<file path="config.mk">
export PLATFORM = sky130hd
export DESIGN_NAME = serial_prio_enc
export DESIGN_NICKNAME = d
export VERILOG_FILES = /design/src/rtl/serial_prio_enc_pkg.sv /design/src/rtl/serial_prio_enc_prio_enc.sv /design/src/rtl/serial_prio_enc.sv
export SDC_FILE = /design/constraint.sdc
export NUM_CORES = 1
export LEC_CHECK = 0
export CAP_MARGIN = 20
export CORE_UTILIZATION = 40
export CTS_BUF_LIST = sky130_fd_sc_hd__clkbuf_4
export DETAILED_ROUTE_END_ITERATION = 16
export GPL_ROUTABILITY_DRIVEN = 0
export RECOVER_POWER = 100
export SLEW_MARGIN = 25
export SYNTH_ARGS = -nofsm -noshare
export SYNTH_HDL_FRONTEND = slang
export SYNTH_HIERARCHICAL = 1
export SYNTH_SLANG_ARGS = --single-unit
</file>
<file path="constraint.sdc">
create_clock -name clk -period 7.7 [get_ports clk]
set_input_delay 1.54 -clock clk [delete_from_list [all_inputs] [get_ports clk]]
set_output_delay 1.54 -clock clk [all_outputs]
set_load 0.05 [all_outputs]
</file>
<file path="src/rtl/serial_prio_enc_pkg.sv">
// Shared types and helpers for the serial priority encoder and its combinational core.
package enc_pkg;

  localparam int MAX_N = 1024;

  typedef enum logic {
    IDLE = 1'b0,
    BUSY = 1'b1
  } enc_state_t;

  function automatic int idx_w(input int n);
    return ($clog2(n) > 1) ? $clog2(n) : 1;
  endfunction

  // True when at most one bit is set: clearing the lowest set bit leaves zero.
  function automatic logic popcnt_le1(input logic [MAX_N-1:0] vec);
    return (vec & (vec - {{(MAX_N-1){1'b0}}, 1'b1})) == '0;
  endfunction

endpackage

</file>
<file path="src/rtl/serial_prio_enc_prio_enc.sv">
// Combinational priority encoder: index of the highest set bit, or the lowest
// when SERIAL_PRIO_ENC_LSB_FIRST_EN is defined; index 0 for an all-zero vector.
module prio_enc
  import enc_pkg::*;
#(
  parameter  int N = 16,
  localparam int W = idx_w(N)
) (
  input  logic [N-1:0] vec,
  output logic [W-1:0] idx,
  output logic         any
);

  always_comb begin
    // NOTE: defaults first so every path assigns idx and no latch is inferred.
    idx = '0;
    any = |vec;
`ifdef SERIAL_PRIO_ENC_LSB_FIRST_EN
    for (int i = N - 1; i >= 0; i--) begin
      if (vec[i]) idx = W'(i);
    end
`else
    for (int i = 0; i < N; i++) begin
      if (vec[i]) idx = W'(i);
    end
`endif
  end

endmodule

</file>
<file path="src/rtl/serial_prio_enc.sv">
// Serial priority encoder: captures a request vector and emits one beat per set bit.
// Beat order is highest index first unless SERIAL_PRIO_ENC_LSB_FIRST_EN is defined.
module serial_prio_enc
  import enc_pkg::*;
#(
  parameter  int N = 16,
  localparam int W = idx_w(N)
) (
  input  logic         clk,
  input  logic         rst,
  input  logic         in_valid,
  output logic         in_ready,
  input  logic [N-1:0] req,
  output logic         out_valid,
  input  logic         out_ready,
  output logic [W-1:0] out_idx,
  output logic         out_any,
  output logic         out_last
);

  enc_state_t       state, state_nxt;
  logic [N-1:0]     mask;
  logic             any_r;
  logic [N-1:0]     enc_vec;
  logic [W-1:0]     enc_idx;
  logic             enc_any;
  logic [MAX_N-1:0] mask_ext;
  logic             last;

  // While idle the encoder looks at the incoming request so its any flag can be captured.
  assign enc_vec = (state == IDLE) ? req : mask;

  prio_enc #(.N(N)) u_prio_enc (
    .vec (enc_vec),
    .idx (enc_idx),
    .any (enc_any)
  );

  always_comb begin
    mask_ext         = '0;
    mask_ext[N-1:0]  = mask;
  end

  assign last = popcnt_le1(mask_ext);

  // NOTE: sequential state uses non-blocking assignments so all registers update together.
  always_ff @(posedge clk or posedge rst) begin
    if (rst) state <= IDLE;
    else     state <= state_nxt;
  end

  always_comb begin
    state_nxt = state;
    case (state)
      IDLE:    if (in_valid)          state_nxt = BUSY;
      BUSY:    if (out_ready && last) state_nxt = IDLE;
      default:                        state_nxt = IDLE;
    endcase
  end

  always_ff @(posedge clk or posedge rst) begin
    if (rst) begin
      mask  <= '0;
      any_r <= 1'b0;
    end else begin
      case (state)
        IDLE: if (in_valid) begin
          mask  <= req;
          any_r <= enc_any;
        end
        BUSY: if (out_ready) mask <= mask & ~({{(N-1){1'b0}}, 1'b1} << enc_idx);
        default: ;
      endcase
    end
  end

  always_comb begin
    in_ready  = 1'b0;
    out_valid = 1'b0;
    out_idx   = '0;
    out_any   = 1'b0;
    out_last  = 1'b0;
    case (state)
      IDLE: in_ready = 1'b1;
      BUSY: begin
        out_valid = 1'b1;
        out_idx   = enc_idx;
        out_any   = any_r;
        out_last  = last;
      end
      default: in_ready = 1'b1;
    endcase
  end

endmodule

</file>
==> impl_metrics.json <==
{
  "status": "completed",
  "ant_nets": 0,
  "grt_max_degree": 27,
  "crit_chain": "dlygate4sd3_1 > mux2_2 > nand2b_1 > a221o_1 > a31oi_1 > and2_1 > dlygate4sd3_1",
  "vias_per_cell": 6.05,
  "worst-endpoint-arrival_ns": 4.41,
  "synth_warnings": 6,
  "p_sw_share_pct": 53.0,
  "relSlewSlack_pct": 46.4,
  "hold_viol_final": 0,
  "min_path_cells": 1,
  "ys_seq_area_share_pct": 31.0,
  "combPwrFrac_pct": 69.6,
  "dieArea_um2": 3880,
  "crit_path_frequent_cell": "dlygate4sd3_1",
  "r2r-end": "mask[10]",
  "track_usage_pct": 22.1,
  "antenna_cells": 0,
  "dp_hpwl_um": 2900,
  "ys_types": 44,
  "critPathMaxStageDelay_ns": 0.87,
  "end_kind": "primary output",
  "io_pins": 28,
  "grt_pass1_vias": 1332,
  "p_int_w": 0.000357,
  "crit_fanout": 8,
  "wl_per_cell_um": 17.3,
  "cp.required_ns": 6.16,
  "syn_inst": 159,
  "core.rowCount": 21,
  "cts_resized": 0,
  "ys_ff_latch": 18,
  "antenna_found_initial": 0,
  "power.density_nw_per_um2": 425,
  "synthArstFlopShare_pct": 100,
  "yosys-top-cells-count": "dfrtp_1, mux2_2, o21ai_0",
  "die_w_um": 62.3,
  "syn_avg_cell_area_um2": 9.15,
  "final_area_um2": 1790,
  "drcViolationCount": 0,
  "vias": 1385,
  "min_to": "any_r",
  "worstSetupPathType": "in2out",
  "finalSetupTns_ns": 0,
  "gr-total-overflow": 0,
  "clock_power_share_pct": 6.9,
  "area_growth_pct": 22.8,
  "worstHoldPathType": "reg2reg",
  "reg2reg_depth": 9,
  "p_sw_w": 0.000402,
  "worst_pin_slew_ns": 0.803,
  "place_ws_ns": 1.97,
  "cts_hold_buf": 0,
  "drt-initial-drc-count": 95,
  "setup_viol": 0,
  "numPortBuffers": 27,
  "cts_max_path_buffers": 2,
  "synth.most_common_cell": "dfrtp_1",
  "seqPwrFrac_pct": 23.5,
  "period_share_pct": 77.3,
  "fin_ws_ns": 1.75,
  "post-cts-setup-buffers": 0,
  "finalMaxSlewViolations": 0,
  "ir_drop_uv": 287,
  "cts_tree": "built",
  "synth_top_area_cell": "dfrtp_1",
  "drive_gt1_share_pct": 16.9,
  "fin_nets": 204,
  "yosys-top-cells-area": "dfrtp_1, mux2_2, mux2i_1",
  "crit_path_top_delay_cell": "dlygate4sd3_1",
  "drt-total-wl_um": 3950,
  "period_minus_slack_ns": 5.95,
  "cts.sinks": 18,
  "p_leak_nw": 0.708,
  "die_h_um": 62.3,
  "synth_edf_count": 0,
  "htreeDepth": 1,
  "netlist_area_um2": 1460,
  "worst_setup_path_start_kind": "input port",
  "crit-reg2reg-launch": "state",
  "initial_core_util_pct": 42.6,
  "clock-root-buffer": "clkbuf_4",
  "min_from": "any_r",
  "placed_cell_area_um2": 1760,
  "synth.top_cell.area_share_pct": 31.0,
  "synth_ff_type": "dfrtp_1",
  "core_um2": 3420,
  "maxCapViolCount": 0,
  "reg2reg_slack_ns": 4.33,
  "fin_util_pct": 52.3,
  "path_clk_slew_ns": 0.12,
  "fmax_ghz": 0.168,
  "grt_pass1_wl_um": 6690,
  "syn_nets": 179,
  "cts_made_buffers": 3,
  "rsz0062_at_grt": "no",
  "first_pass_iters": 4,
  "worstSkewPairLatency_ns": 0.31,
  "finClkSkew_ns": 0.0112
}
routing by layer:
layer | global-route usage, % | routed length [um]
met5 | 0 | 0
met4 | 7.27 | 48
met3 | 3.31 | 203
met2 | 33.4 | 1820
met1 | 32.1 | 1880
power by group through the flow:
stage,Sequential (W),Combinational [W],Clock (W)
2_1_floorplan,0.000163,0.000403,0
3_3_place_gp,0.000176,0.000538,0
3_5_place_dp,0.000179,0.000537,0
4_1_cts,0.000177,0.000542,0.0000536
5_1_grt,0.000187,0.000570,0.0000569
6_report,0.000178,0.000529,0.0000526
registers in the layout, summed over array words and instances (netlist names):
signal,flops
any_r,1
mask,16
state,1
critical path, delay by kind of cell:
kind                   cells  cell delay [ns]
AOI/OAI and AO/OA          2             0.82
muxes                      1             0.28
buffers and inverters      2             1.42
and+or+nand+nor            2             0.36
metrics by stage:
| stage | std cells | total power (W) | hold slack, ns |
|---|---|---|---|
| floorplan | 159 | 0.000566 | 0.472 |
| global route | 229 | 0.000815 | 0.556 |
| detailed placement | 225 | 0.000716 | 0.491 |
| CTS | 229 | 0.000773 | 0.523 |
| finish | 229 | 0.000760 | 0.518 |
| global placement | 225 | 0.000714 | 0.487 |
cell type report:
class                      count  area [um2]
fill                         335        1630
clock buffer                   3        22.5
inverter                       3        11.3
clock inverter                 1        3.75
tap                           46        57.6
multi-input combinational    130         963
sequential                    18         450
timing repair buffer          28         278
cells in the final DEF, fill, tap and decap left out, drive strengths merged, types with 6 or more instances in the layout:
cell	count
nor2	11
and2	6
dlygate4sd3	13
mux2i	8
mux2	17
nand2	8
o21ai	16
clkdlybuf4s50	14
dfrtp	18
a22o	8
worst max path at each step:
stage                 from         end  slack (ns)  cells after the start
floorplan           req[2]  out_idx[0]        3.09                      5
global placement    req[2]  out_idx[0]        2.03                      7
detailed placement  req[2]  out_idx[0]        1.97                      7
CTS                 req[2]  out_idx[0]        1.97                      7
global route        req[2]  out_idx[0]        1.60                      7
finish              req[2]  out_idx[0]        1.75                      7
logic make-up (layout without fill, tap and decap cells):
group	Yosys count	count (layout)	synth area share, %
AO/OA/AOI/OAI	49	49	24.2
adder cells (fa/ha/maj)	1	1	0.688
buffers and inverters	11	35	2.84
flip-flops	18	18	31.0
multiplexers	25	25	18.7
AND/OR/NAND/NOR	55	55	22.6
Note: power is estimated with default switching activity, not from simulation.
